==> config.mk <==
export PLATFORM = sky130hd
export DESIGN_NAME = i2c_edid_slave
export DESIGN_NICKNAME = d
export VERILOG_FILES = /design/src/rtl/i2c_pkg.sv /design/src/rtl/i2c_line_filter.sv /design/src/rtl/i2c_edid_slave.sv
export SDC_FILE = /design/constraint.sdc
export NUM_CORES = 1
export LEC_CHECK = 0
export CORE_UTILIZATION = 29
export DETAILED_ROUTE_END_ITERATION = 12
export REMOVE_ABC_BUFFERS = 1
export SETUP_SLACK_MARGIN = 0.15
export SLEW_MARGIN = 20
export SYNTH_ARGS = -nofsm -noshare
export SYNTH_HDL_FRONTEND = slang
export SYNTH_HIERARCHICAL = 1
export SYNTH_SLANG_ARGS = --single-unit
export TNS_END_PERCENT = 30
==> constraint.sdc <==
create_clock -name i_local_clk -period 5.45 [get_ports i_local_clk]
set_input_delay 0.545 -clock i_local_clk [delete_from_list [all_inputs] [get_ports i_local_clk]]
set_output_delay 0.545 -clock i_local_clk [all_outputs]
set_load 0.03 [all_outputs]
==> src/rtl/i2c_pkg.sv <==
// Shared types for the EDID/DDC I2C target: FSM states, pointer width, debug view.
package i2c_pkg;

    localparam logic [6:0] DEF_DEV_ADDR = 7'h50;
    localparam int         EDID_SIZE    = 256;
    localparam int         PTR_W        = $clog2(EDID_SIZE);

    typedef enum logic [3:0] {
        S_IDLE    = 4'd0,
        S_DEV     = 4'd1,
        S_DEV_ACK = 4'd2,
        S_REG     = 4'd3,
        S_REG_ACK = 4'd4,
        S_WR      = 4'd5,
        S_WR_ACK  = 4'd6,
        S_RD      = 4'd7,
        S_RD_ACK  = 4'd8
    } state_e;

    typedef struct packed {
        state_e             state;
        logic [PTR_W-1:0]   ptr;
        logic [2:0]         bit_cnt;
    } dbg_t;

endpackage

==> src/rtl/i2c_line_filter.sv <==
// Two-flop synchroniser plus N-sample glitch filter for one I2C line, with edge pulses.
module i2c_line_filter #(
    parameter int P_FILT = 3
) (
    input  logic clk,
    input  logic rst_n,
    input  logic i_line,
    output logic o_level,
    output logic o_rise,
    output logic o_fall
);

    logic       sync1_q, sync2_q;
    logic       level_q, level_d;
    logic       rise_q, rise_d;
    logic       fall_q, fall_d;
    logic [2:0] cnt_q, cnt_d;

    // The level flips only after P_FILT consecutive samples disagree with it.
    always_comb begin
        level_d = level_q;
        cnt_d   = 3'd0;
        if (sync2_q != level_q) begin
            if (cnt_q == 3'(P_FILT - 1)) begin
                level_d = sync2_q;
            end else begin
                cnt_d = cnt_q + 3'd1;
            end
        end
        rise_d = ~level_q & level_d;
        fall_d = level_q & ~level_d;
    end

    always_ff @(posedge clk or negedge rst_n) begin
        if (!rst_n) begin
            sync1_q <= 1'b1;
            sync2_q <= 1'b1;
            level_q <= 1'b1;
            cnt_q   <= 3'd0;
            rise_q  <= 1'b0;
            fall_q  <= 1'b0;
        end else begin
            sync1_q <= i_line;
            sync2_q <= sync1_q;
            level_q <= level_d;
            cnt_q   <= cnt_d;
            rise_q  <= rise_d;
            fall_q  <= fall_d;
        end
    end

    assign o_level = level_q;
    assign o_rise  = rise_q;
    assign o_fall  = fall_q;

endmodule

==> src/rtl/i2c_edid_slave.sv <==
// I2C target emulating a 256-byte EDID EEPROM backed by an external registered-output RAM.
module i2c_edid_slave
    import i2c_pkg::*;
#(
    parameter logic [6:0] P_DEV_ADDR = DEF_DEV_ADDR,
    parameter int         P_FILT     = 3,
    parameter int         P_SDA_HOLD = 8
) (
    input  logic             i_local_clk,
    input  logic             i_rst_n,
    input  logic             i_scl,
    input  logic             i_sda,
    output logic             o_sda,
    output logic [PTR_W-1:0] o_mem_addr,
    output logic             o_mem_wr,
    output logic [7:0]       o_mem_wdata,
    input  logic [7:0]       i_mem_rdata,
    output logic             o_busy,
    output logic             o_start_det,
    output logic             o_stop_det,
    output dbg_t             o_dbg
);

    localparam int HOLD_W = $clog2(P_SDA_HOLD + 1);

    logic scl_f, scl_rise, scl_fall;
    logic sda_f, sda_rise, sda_fall;
    logic start, stop;

    i2c_line_filter #(.P_FILT(P_FILT)) u_scl_filt (
        .clk(i_local_clk), .rst_n(i_rst_n), .i_line(i_scl),
        .o_level(scl_f), .o_rise(scl_rise), .o_fall(scl_fall)
    );

    i2c_line_filter #(.P_FILT(P_FILT)) u_sda_filt (
        .clk(i_local_clk), .rst_n(i_rst_n), .i_line(i_sda),
        .o_level(sda_f), .o_rise(sda_rise), .o_fall(sda_fall)
    );

    assign start = sda_fall & scl_f;
    assign stop  = sda_rise & scl_f;

    state_e             state_q, state_d;
    logic [2:0]         cnt_q, cnt_d;
    logic [7:0]         shift_q, shift_d;
    logic [7:0]         tx_q, tx_d;
    logic [PTR_W-1:0]   ptr_q, ptr_d;
    logic               tgt_q, tgt_d;
    logic [HOLD_W-1:0]  hold_q, hold_d;
    logic               sda_q, sda_d;
    logic [PTR_W-1:0]   mem_addr_q, mem_addr_d;
    logic               mem_wr_q, mem_wr_d;
    logic [7:0]         mem_wdata_q, mem_wdata_d;
    logic               fetch_q, fetch_d;
    logic               load_q, load_d;
    logic               inc_q, inc_d;
    logic               busy_q, busy_d;
    logic               start_det_q, start_det_d;
    logic               stop_det_q, stop_det_d;
    logic [7:0]         rx;

    always_comb begin
        state_d     = state_q;
        cnt_d       = cnt_q;
        shift_d     = shift_q;
        tx_d        = tx_q;
        ptr_d       = ptr_q;
        tgt_d       = tgt_q;
        hold_d      = hold_q;
        sda_d       = sda_q;
        mem_addr_d  = mem_addr_q;
        mem_wr_d    = 1'b0;
        mem_wdata_d = mem_wdata_q;
        fetch_d     = 1'b0;
        load_d      = fetch_q;
        inc_d       = 1'b0;
        start_det_d = 1'b0;
        stop_det_d  = 1'b0;
        rx          = {shift_q[6:0], sda_f};

        if (load_q) tx_d = i_mem_rdata;
        if (inc_q)  ptr_d = ptr_q + PTR_W'(1);

        // A pending SDA change is abandoned if SCL is already high again.
        if (hold_q != '0) begin
            hold_d = scl_f ? '0 : hold_q - HOLD_W'(1);
            if (!scl_f && hold_q == HOLD_W'(1)) sda_d = tgt_q;
        end

        if (start) begin
            state_d     = S_DEV;
            cnt_d       = 3'd0;
            sda_d       = 1'b1;
            tgt_d       = 1'b1;
            hold_d      = '0;
            start_det_d = 1'b1;
        end else if (stop) begin
            state_d    = S_IDLE;
            cnt_d      = 3'd0;
            sda_d      = 1'b1;
            tgt_d      = 1'b1;
            hold_d     = '0;
            stop_det_d = 1'b1;
        end else if (scl_fall) begin
            hold_d = HOLD_W'(P_SDA_HOLD);
            case (state_q)
                S_DEV_ACK, S_REG_ACK, S_WR_ACK: tgt_d = 1'b0;
                S_RD:                           tgt_d = tx_q[3'd7 - cnt_q];
                default:                        tgt_d = 1'b1;
            endcase
            // Data is committed only once the ACK slot opens, so a STOP right after the 8th bit writes nothing.
            if (state_q == S_WR_ACK) begin
                mem_wr_d    = 1'b1;
                mem_addr_d  = ptr_q;
                mem_wdata_d = shift_q;
                inc_d       = 1'b1;
            end
        end else if (scl_rise) begin
            case (state_q)
                S_DEV, S_REG, S_WR: begin
                    shift_d = rx;
                    cnt_d   = cnt_q + 3'd1;
                    if (cnt_q == 3'd7) begin
                        cnt_d = 3'd0;
                        if (state_q == S_DEV) begin
                            state_d = (rx[7:1] == P_DEV_ADDR) ? S_DEV_ACK : S_IDLE;
                        end else if (state_q == S_REG) begin
                            ptr_d   = rx;
                            state_d = S_REG_ACK;
                        end else begin
                            state_d = S_WR_ACK;
                        end
                    end
                end
                S_DEV_ACK: begin
                    cnt_d = 3'd0;
                    if (shift_q[0]) begin
                        state_d    = S_RD;
                        mem_addr_d = ptr_q;
                        fetch_d    = 1'b1;
                    end else begin
                        state_d = S_REG;
                    end
                end
                S_REG_ACK, S_WR_ACK: begin
                    state_d = S_WR;
                    cnt_d   = 3'd0;
                end
                S_RD: begin
                    cnt_d = cnt_q + 3'd1;
                    if (cnt_q == 3'd7) begin
                        cnt_d   = 3'd0;
                        state_d = S_RD_ACK;
                    end
                end
                S_RD_ACK: begin
                    ptr_d = ptr_q + PTR_W'(1);
                    cnt_d = 3'd0;
                    if (!sda_f) begin
                        state_d    = S_RD;
                        mem_addr_d = ptr_q + PTR_W'(1);
                        fetch_d    = 1'b1;
                    end else begin
                        state_d = S_IDLE;
                    end
                end
                default: ;
            endcase
        end

        busy_d = (state_d != S_IDLE) && (state_d != S_DEV);
    end

    always_ff @(posedge i_local_clk or negedge i_rst_n) begin
        if (!i_rst_n) begin
            state_q     <= S_IDLE;
            cnt_q       <= 3'd0;
            shift_q     <= 8'd0;
            tx_q        <= 8'd0;
            ptr_q       <= '0;
            tgt_q       <= 1'b1;
            hold_q      <= '0;
            sda_q       <= 1'b1;
            mem_addr_q  <= '0;
            mem_wr_q    <= 1'b0;
            mem_wdata_q <= 8'd0;
            fetch_q     <= 1'b0;
            load_q      <= 1'b0;
            inc_q       <= 1'b0;
            busy_q      <= 1'b0;
            start_det_q <= 1'b0;
            stop_det_q  <= 1'b0;
        end else begin
            state_q     <= state_d;
            cnt_q       <= cnt_d;
            shift_q     <= shift_d;
            tx_q        <= tx_d;
            ptr_q       <= ptr_d;
            tgt_q       <= tgt_d;
            hold_q      <= hold_d;
            sda_q       <= sda_d;
            mem_addr_q  <= mem_addr_d;
            mem_wr_q    <= mem_wr_d;
            mem_wdata_q <= mem_wdata_d;
            fetch_q     <= fetch_d;
            load_q      <= load_d;
            inc_q       <= inc_d;
            busy_q      <= busy_d;
            start_det_q <= start_det_d;
            stop_det_q  <= stop_det_d;
        end
    end

    assign o_sda         = sda_q;
    assign o_mem_addr    = mem_addr_q;
    assign o_mem_wr      = mem_wr_q;
    assign o_mem_wdata   = mem_wdata_q;
    assign o_busy        = busy_q;
    assign o_start_det   = start_det_q;
    assign o_stop_det    = stop_det_q;
    assign o_dbg.state   = state_q;
    assign o_dbg.ptr     = ptr_q;
    assign o_dbg.bit_cnt = cnt_q;

endmodule

==> key figures, run 1 <==
Run status
  – Status: finished clean

Setup path
  – Slowest CP cell: clkdlybuf4s50_1
  – CP arrival: around 1.9 ns
  – Worst path bufs/invs: 1
  – Crit path cell chain: clkdlybuf4s50_1
  – Reg2reg end: ptr_q[2]
  – Critical path class: flip-flop to output pin
  – R2R depth: 7
  – Critical path's top delay family: buffers and inverters
  – Crit end category: output pin
  – Critical Path RT: ~5 ns
  – RR Startpoint: cnt_q[0]
  – Reg2reg setup slack: between 3 and 4 ns
  – Crit-path max cell delay: around 0.80 ns
  – Crit start category: flip-flop
  – Worst-path maximum fanout: 20

Placed design
  – Gp weighted congestion: 0.883
  – Port bufs: 47
  – Hpwl dp: ~5400 um
  – Pre-CTS setup slack: roughly 3.2 ns

Cells and area
  – Commonest non-fill, non-tap cell in the layout: dfrtp_1
  – Filler cell count: between 1k and 1.5k
  – Share of layout cells above drive strength 1: 0.175
  – Diode count: 0
  – Util after Layout: 0.375
  – Nets: between 300 and 400
  – Area growth syn-to-layout: 24.1%
  – Most frequent cells in the layout: 67 x dfrtp_1, 46 x clkdlybuf4s50_1, 28 x nor2_1, 25 x mux2_2, 23 x nand2_1

Global routing
  – Vias in the first global route: approximately 2.6k
  – Initial antenna violation count: 0
  – GRT Util Overall: 0.131
  – GR Overflow Total: 0
  – Largest net degree at the start of global routing: 76
  – First-pass GRT wire length: 13500 um

Routing
  – Drt total wl: 7930 um
  – DR top layer: met4
  – Number of vias per cell: between 4 and 5
  – Wl on met1: around 3800 um
  – DRC: 0
  – Via Count: approximately 2.6k
  – Met3 WL: approximately 400 um
  – Wire per inst: 14.6 um
  – Detail Route Antenna Nets: 0
  – Drt first pass iters: 4
  – WL met2: 3600 um
  – Initial DRC count: 118

Die
  – # rows: 40
  – Die ar.: between 10000 and 15000 um^2
  – Initial Utilization: 0.303
  – I/O pin cnt: 48
  – Core Area: around 12000 um^2
  – Die Span Y: between 100 and 150 um
  – Die width: about 120 um

Power
  – Switching power: around 480 uW
  – Sequential share of power: 0.438
  – Leak pwr: 1.94 nW
  – Internal power: 1.20 mW
  – Worst VDD drop: between 150 and 200 uV
  – Combinational share of power: 0.186
  – Clock power frac: 0.375
  – Pwr Density: approximately 360 nW/um^2
  – Sw Share: 0.286

Synthesis
  – Top cells by area, synth: dfrtp_1 45%, mux2_2 7.6%, dfstp_2 5.7%
  – Register bit total from synthesis: 75
  – Post-synth design cell area: 3710 um^2
  – Synth cell types: 58
  – Primary FF master, synth: dfrtp_1
  – Synthesized instance count: around 330
  – Syn_area_per_cell: ~11 um^2
  – Share of the synthesized area in the top cell type: 0.452
  – Post-synth ARST share: 1.00
  – Seq/Total Area, Yosys: 0.509
  – Post-synth EDFFs: 0
  – Synth warnings: 6
  – Synth area leader: dfrtp_1

STA
  – Final period util: 0.443
  – Post-Route Hold Slack: 0.353 ns
  – Worst rel slew slack: 0.387
  – Fin. max-slew vios: 0
  – Fin crit period: about 2.4 ns
  – Final worst slack: around 3.0 ns
  – Final setup viols: 0
  – Clk_skew: approximately 0.0057 ns
  – Sum Neg Setup Slack: 0 ns
  – Measured slew at the worst slew-check pin: between 0.9 and 1 ns
  – Max Clock Freq: roughly 0.41 GHz
  – RSZ-0062 raised after global routing: no
  – Final hold vios: 0

Job
  – Max-cap viol count: 0

Clocking
  – Hold Buf Count CTS: 0
  – Postcts setup bufs: 0
  – Post-CTS Resized: 0
  – Clock buffer depth: 2
  – CTS buffer count: 9
  – Worst-Skew Late Latency: roughly 0.33 ns
  – H-tree depth: 3
  – Clk sinks: 75
  – Root Buffer: clkbuf_16
  – TritonCTS clock tree: yes
  – Clk pin slew, worst setup/hold paths: 0.05 ns

Worst hold path
  – Hold Path Sink: load_q
  – WHS Path Cells: 0
  – HP Class: flip-flop to flip-flop
  – Worst hold path startpoint: fetch_q
-- sequential cells by signal, summed over array words and instances (netlist names), 3 cells and up --
name              count
state_q               4
tx_q                  8
u_scl_filt/cnt_q      3
ptr_q                 8
shift_q               8
o_mem_addr            8
u_sda_filt/cnt_q      3
o_mem_wdata           8
hold_q                4
cnt_q                 3
-- kinds of logic after synthesis --
family / count (synthesis) / synth area share
AND/OR/NAND/NOR: 109 / 0.162
flip-flops: 75 / 0.509
AO/OA/AOI/OAI: 62 / 0.113
multiplexers: 33 / 0.107
buffers and inverters: 25 / 0.0347
XOR/XNOR: 22 / 0.0519
adder cells (fa/ha/maj): 7 / 0.0236
-- worst max path at each step --
stage               startpoint   endpoint  slack (ns)  depth (start not counted)
CTS                 state_q[1]  o_dbg[12]        3.03                          1
global placement      cnt_q[0]   ptr_q[2]        3.22                          7
floorplan             cnt_q[0]   ptr_q[2]        3.29                          7
global route          cnt_q[0]   ptr_q[2]        2.87                          7
detailed placement    cnt_q[0]   ptr_q[2]        3.15                          7
finish              state_q[1]  o_dbg[12]        3.04                          1
-- Yosys cell counts, types with 2 or more instances --
cell type  instances
dfrtp_1           67
dfstp_2            8
xor2_1            13
nand3b_1           4
nand4_1            4
a22oi_1            9
nand2_1           23
and3_1             5
o21ai_1            8
nor3b_1            5
ha_1               7
a21bo_2            2
a21oi_1           13
nor4b_1            2
mux2_4             2
mux4_2             2
or3b_1             2
o22ai_1            8
o21ai_0            6
nand2b_1           7
o31ai_1            2
inv_1              6
buf_6              3
nand3_1            7
buf_2              7
mux2_2            25
mux2i_1            4
clkbuf_1           7
a31oi_1            2
nor2b_1            6
nor3_1             5
nor2_1            28
xnor2_1            9
-- cell type report --
cell class | count | area, um^2 | area share
flip-flops and latches | 75 | 1890 | 0.410
multi-input cells | 233 | 1690 | 0.368
repair buffers | 47 | 468 | 0.102
clock buffers | 11 | 243 | 0.0527
well taps | 168 | 210 | 0.0457
clock inverters | 4 | 75.1 | 0.0163
inverters | 7 | 26.3 | 0.00571
-- power by group through the flow --
| stage | logic (mW) | clock network, mW | registers (mW) |
|---|---|---|---|
| final | 0.312 | 0.628 | 0.734 |
| after global placement | 0.306 | 0 | 0.737 |
| after CTS | 0.318 | 0.645 | 0.734 |
| after global routing | 0.348 | 0.667 | 0.749 |
| after floorplan | 0.205 | 0 | 0.743 |
| after detailed placement | 0.317 | 0 | 0.742 |
-- worst reg2reg max path: stages, from the launching register on --
cell and delay, ns:
dfrtp_1 0.46, ha_1 0.19, ha_1 0.32, nor2b_1 0.22, nor3b_2 0.53, nor2_1 0.16, nor2_4 0.21, o22ai_1 0.12
-- metrics by stage --
step	area (um^2)	instances	power, mW
6_report	4600	545	1.67
2_1_floorplan	3610	315	0.948
5_1_grt	4600	545	1.76
3_3_place_gp	4290	530	1.04
4_1_cts	4600	545	1.70
3_5_place_dp	4290	530	1.06
-- layer usage --
metal	vias to the layer above	GRT usage
li1	1261	-
met1	1300	0.176
met2	64	0.202
met3	8	0.0390
met4	0	0.0433
met5	-	0
Note: power is estimated with default switching activity, not from simulation.
==> run 2, diff against run 1 <==
==> constraint.sdc (replaced) <==
create_clock -name i_local_clk -period 1.9 [get_ports i_local_clk]
set_input_delay 0.19 -clock i_local_clk [delete_from_list [all_inputs] [get_ports i_local_clk]]
set_output_delay 0.19 -clock i_local_clk [all_outputs]
set_load 0.03 [all_outputs]
==> run 2 against run 1 <==
  * Largest power group unchanged
  * First-iteration DRC count increased by 36%
  * Cell count rose by 7.5%
  * Core utilization rose by 4.1 points
  * Hold slack worse by 0.092 ns
  * Final area rose by 11%
  * Critical endpoint is now o_busy
==> key figures, run 2 (synthesis gave the netlist of run 1 again) <==
Placed design
  – Port bufs: 47
  – Hpwl dp: 6150 um
  – Placed Instance Area: ~4500 um^2
  – Gp weighted congestion: 0.837
  – Placed cell count: between 500 and 600

Die
  – Die ar.: 13200 um^2
  – Core Area: between 10000 and 15000 um^2
  – # rows: 40
  – Initial Utilization: 0.303
  – I/O pin cnt: 48
  – Die width: about 120 um
  – Die Span Y: between 100 and 150 um

Global routing
  – Largest net degree at the start of global routing: 33
  – First-pass GRT wire length: roughly 15000 um
  – Vias in the first global route: around 2.8k
  – Initial antenna violation count: 0
  – GRT Util Overall: 0.143
  – GR Overflow Total: 0

STA
  – Max Clock Freq: ~0.56 GHz
  – Measured slew at the worst slew-check pin: between 0.4 and 0.5 ns
  – Worst rel slew slack: 0.709
  – Final hold vios: 0
  – Final period util: 0.942
  – Final setup viols: 0
  – Fin crit period: ~1.8 ns
  – RSZ-0062 raised after global routing: yes
  – Clk_skew: 0.00605 ns
  – Fin. max-slew vios: 0
  – Post-Route Hold Slack: 0.260 ns

Routing
  – Drt first pass iters: 4
  – Number of vias per cell: ~5
  – Via Count: roughly 2.8k
  – DRC: 0
  – Initial DRC count: 160
  – Detail Route Antenna Nets: 0
  – Wire per inst: approximately 15 um
  – Drt total wl: about 9000 um

Clocking
  – Clk sinks: 75
  – Worst-Skew Late Latency: approximately 0.34 ns
  – CTS buffer count: 9
  – Clk pin slew, worst setup/hold paths: 0.06 ns
  – Clock buffer depth: 2
  – H-tree depth: 3
  – TritonCTS clock tree: yes
  – Root Buffer: clkbuf_16

Power
  – Worst VDD drop: 522 uV
  – Leak pwr: 2.19 nW
  – Pwr Density: approximately 960 nW/um^2
  – Final Power: approximately 4.9 mW

Setup path
  – Critical path's top delay family: compound AO/OA/AOI/OAI gates
  – Crit end category: flip-flop
  – Critical Path RT: ~2.1 ns
  – Crit start category: flip-flop
  – Crit-path max cell delay: between 0.4 and 0.5 ns
  – Crit path cell chain: or4b_4 -> inv_6 -> buf_4 -> a211o_2 -> o32ai_4 -> a21oi_2
  – Critical path class: flip-flop to flip-flop
  – CP arrival: about 2 ns
  – Worst-path maximum fanout: 8
  – Worst path bufs/invs: 2
  – Slowest CP cell: dfrtp_2

Cells and area
  – Nets: about 430
  – Most frequent cells in the layout: 65 x dfrtp_1, 42 x clkdlybuf4s50_1, 33 x buf_4, 25 x nor2_1, 25 x mux2_2
  – Commonest non-fill, non-tap cell in the layout: dfrtp_1
  – Fin cells: 586
  – Final Cell Area: a little over 5000 um^2
  – Diode count: 0
  – Area growth syn-to-layout: 37.7%
  – Share of layout cells above drive strength 1: 0.311
  – Filler cell count: about 1.2k

Run status
  – Status: finished clean

Worst hold path
  – HP Class: input pin to flip-flop

Job
  – Max-cap viol count: 0
==> run 2: metrics by stage <==
step           setup WS (ns)  utilization  TNS, ns
3_3_place_gp           0.109        0.368        0
3_5_place_dp          0.0928        0.368        0
4_1_cts               0.0903        0.399        0
5_1_grt               0.0433        0.417        0
6_report               0.111        0.417        0
2_1_floorplan         -0.263            -    -2.84
==> run 2: timing repair <==
action	4_1_cts	5_1_grt
endpoints found under the setup margin	26	45
setup buffers	2	8
endpoints found under the hold margin	28	0
gates resized for setup	10	30
hold buffers	1	0
cloned	0	0
pin swaps	2	14
==> run 2: area by class of cell <==
| cell class | count | area, um^2 | share of cell area |
|---|---|---|---|
| Clock buffer | 10 | 239 | 0.0468 |
| Clock inverter | 6 | 65.1 | 0.0127 |
| Inverter | 7 | 31.3 | 0.00612 |
| Multi-Input combinational cell | 233 | 1850 | 0.361 |
| Sequential cell | 75 | 1890 | 0.370 |
| Tap cell | 168 | 210 | 0.0411 |
| Timing Repair Buffer | 87 | 827 | 0.162 |
==> run 2: path summary, 6_finish.rpt <==
path | from | end | slack, ns | cells past startpoint
max in group asynchronous | i_rst_n | u_sda_filt/sync1_q | 0.90 | 3
hold reg to reg | fetch_q | load_q | 0.35 | 0
min in group asynchronous | i_rst_n | tx_q[1] | 0.34 | 2
setup reg to reg | state_q[3] | o_busy | 0.11 | 6
setup / recovery | state_q[3] | o_busy | 0.11 | 6
hold / removal | i_sda | u_sda_filt/sync1_q | 0.26 | 1
==> run 2: worst reg2reg max path, stage by stage, from the launching register on <==
cell and delay (ns):
dfrtp_2 0.46, or4b_4 0.31, inv_6 0.07, buf_4 0.13
a211o_2 0.36, o32ai_4 0.27, a21oi_2 0.07
==> run 2: where the power goes <==
group	switching, mW	internal [mW]	leakage [nW]
logic	0.628	0.544	1.04
registers	0.184	1.82	1.01
clock network	0.671	1.05	0.148
==> run 2: routing by layer <==
layer  wire length, um  part of all wire  vias up  GRT usage
li1                  -                 -     1342          -
met1              4200              0.47     1414      0.186
met2              4090              0.45       82      0.223
met3               580             0.064       10     0.0453
met4               131             0.015        0     0.0537
met5                 0                 0        -          0
==> run 3, diff against run 2 <==
--- a/config.mk
+++ b/config.mk
@@ -5,10 +5,11 @@
 export SDC_FILE = /design/constraint.sdc
 export NUM_CORES = 1
 export LEC_CHECK = 0
+export CORE_MARGIN = 2
 export CORE_UTILIZATION = 29
 export DETAILED_ROUTE_END_ITERATION = 12
 export REMOVE_ABC_BUFFERS = 1
-export SETUP_SLACK_MARGIN = 0.15
+export SETUP_SLACK_MARGIN = 0.4
 export SLEW_MARGIN = 20
 export SYNTH_ARGS = -nofsm -noshare
 export SYNTH_HDL_FRONTEND = slang
==> run 3 against run 2 <==
  * Clock skew up 0.0010 ns
  * First-iteration DRC count down 20%
  * Critical path depth is 5 lower
  * Hold slack improved by 0.0026 ns
  * Die area up 3.5%
  * Core utilization is 0.12 points higher
  * Non-clock buffer count increased by 9
  * Combinational power grew 9%
  * Count of clock-buffer cells in the layout unchanged
  * Largest cell class is now multi-input gates
  * Highest routed layer unchanged
==> key figures, run 3 (synthesis gave the netlist of run 1 again) <==
Run status
  – Status: finished clean

STA
  – Final worst slack: ~0.16 ns
  – Fin crit period: 1.74 ns
  – Post-Route Hold Slack: between 0.2 and 0.3 ns
  – Measured slew at the worst slew-check pin: about 0.39 ns
  – Sum Neg Setup Slack: 0 ns
  – Final setup viols: 0
  – Max Clock Freq: 0.574 GHz
  – Final hold vios: 0
  – Worst rel slew slack: 0.740
  – Fin. max-slew vios: 0
  – Clk_skew: 0.00709 ns
  – RSZ-0062 raised after global routing: yes
  – Final period util: 0.917

Setup path
  – Slowest CP cell: clkdlybuf4s50_1
  – Crit end category: output pin
  – CP arrival: approximately 1.6 ns
  – Crit path cell chain: clkdlybuf4s50_1
  – Crit start category: flip-flop
  – Critical Path RT: approximately 1.7 ns
  – Critical path class: flip-flop to output pin
  – Setup crit start: ptr_q[3]
  – Crit-path max cell delay: around 0.72 ns
  – RR Startpoint: state_q[0]
  – Worst-path maximum fanout: 6
  – Worst path bufs/invs: 1
  – Critical path's top delay family: buffers and inverters

Cells and area
  – Final Cell Area: about 5300 um^2
  – Diode count: 0
  – Area growth syn-to-layout: 41.6%
  – Commonest non-fill, non-tap cell in the layout: dfrtp_1
  – Filler cell count: about 1.2k
  – Nets: between 400 and 500
  – Util after Layout: 0.418
  – Most frequent cells in the layout: 63 x dfrtp_1, 42 x buf_4, 39 x clkdlybuf4s50_1, 25 x nor2_1, 22 x mux2_2
  – Share of layout cells above drive strength 1: 0.341
  – Fin cells: 600

Die
  – I/O pin cnt: 48
  – Core Area: roughly 13000 um^2
  – Die ar.: between 10000 and 15000 um^2
  – Die width: 117 um
  – Initial Utilization: 0.295
  – # rows: 41
  – Die Span Y: between 100 and 150 um

Power
  – Worst VDD drop: roughly 430 uV
  – Leak pwr: about 2.3 nW
  – Pwr Density: a little under 1000 nW/um^2
  – Final Power: about 5.2 mW

Clocking
  – TritonCTS clock tree: yes
  – Worst-Skew Late Latency: 0.33 ns
  – Clk sinks: between 70 and 80
  – CTS buffer count: 9
  – Root Buffer: clkbuf_16
  – H-tree depth: 3
  – Clk pin slew, worst setup/hold paths: roughly 0.06 ns
  – Clock buffer depth: 2

Placed design
  – Hpwl dp: 6180 um
  – Port bufs: 47
  – Pre-CTS setup slack: ~0.037 ns
  – Placed cell count: 568
  – Gp weighted congestion: around 0.86
  – Placed Instance Area: between 4000 and 5000 um^2

Global routing
  – Initial antenna violation count: 0
  – GRT Util Overall: 0.140
  – Met1 Usage GRT: 0.190
  – Largest net degree at the start of global routing: 49
  – GR Overflow Total: 0
  – Vias in the first global route: between 2k and 3k
  – First-pass GRT wire length: roughly 15000 um
  – GR Layer Usage met3: 0.0345
  – GRT busiest layer: met2
  – Met2 GRT Util: 0.219

Routing
  – Initial DRC count: 128
  – Number of vias per cell: between 4 and 5
  – Detail Route Antenna Nets: 0
  – Drt first pass iters: 4
  – Wire per inst: 15.6 um
  – Via Count: approximately 2.9k
  – DRC: 0
  – Drt total wl: 9330 um

Job
  – Max-cap viol count: 0

Worst hold path
  – HP Class: input pin to flip-flop
  – Worst hold path startpoint: i_scl
==> run 3: cell count changes in the layout (fill, tap and decap cells not counted), moves of 2 or more <==
cell / before / now
dfrtp_1: 65 / 63
nand2_1: 23 / 21
clkinv_4: 2 / 0
buf_6: 3 / 5
buf_12: 4 / 2
clkdlybuf4s15_2: 0 / 2
buf_4: 33 / 42
mux2_4: 2 / 5
clkdlybuf4s50_1: 42 / 39
bufinv_16: 1 / 3
clkdlybuf4s15_1: 0 / 2
mux2_2: 25 / 22
dfrtp_2: 2 / 4
==> run 3: what timing repair did <==
item                                    CTS  global route
hold buffers                              1             0
setup buffers                             1            13
cloned                                    0             1
endpoints found under the setup margin   77            78
pin swaps                                 4            14
resized for setup                        30            36
endpoints found under the hold margin    25             0
==> run 3: where the power goes <==
group	switching, mW	internal (mW)	total [mW]
combinational	0.673	0.601	1.27
sequential	0.189	1.82	2.01
clock	0.651	1.28	1.93
==> run 3: path summary, 6_finish.rpt <==
check	endpoint	slack, ns	cells past startpoint
hold / removal	u_scl_filt/sync1_q	0.26	1
min in group asynchronous	o_mem_addr[2]	0.32	2
setup / recovery	o_dbg[6]	0.16	1
max in group asynchronous	u_sda_filt/sync1_q	0.94	3
hold reg to reg	load_q	0.35	0
setup reg to reg	o_mem_addr[5]	0.17	6
==> run 3: per-layer routing <==
layer	up-vias	wire (um)
li1	1379	-
met5	-	0
met2	69	4330
met3	6	423
met1	1461	4490
met4	0	89
==> run 3: layout make-up <==
type	count	area [um^2]	share of cell area
repair buffers	96	881	0.168
clock inverters	6	105	0.0200
multi-input cells	234	1900	0.362
well taps	172	215	0.0410
inverters	7	28.8	0.00548
clock buffers	10	229	0.0436
flip-flops and latches	75	1890	0.360
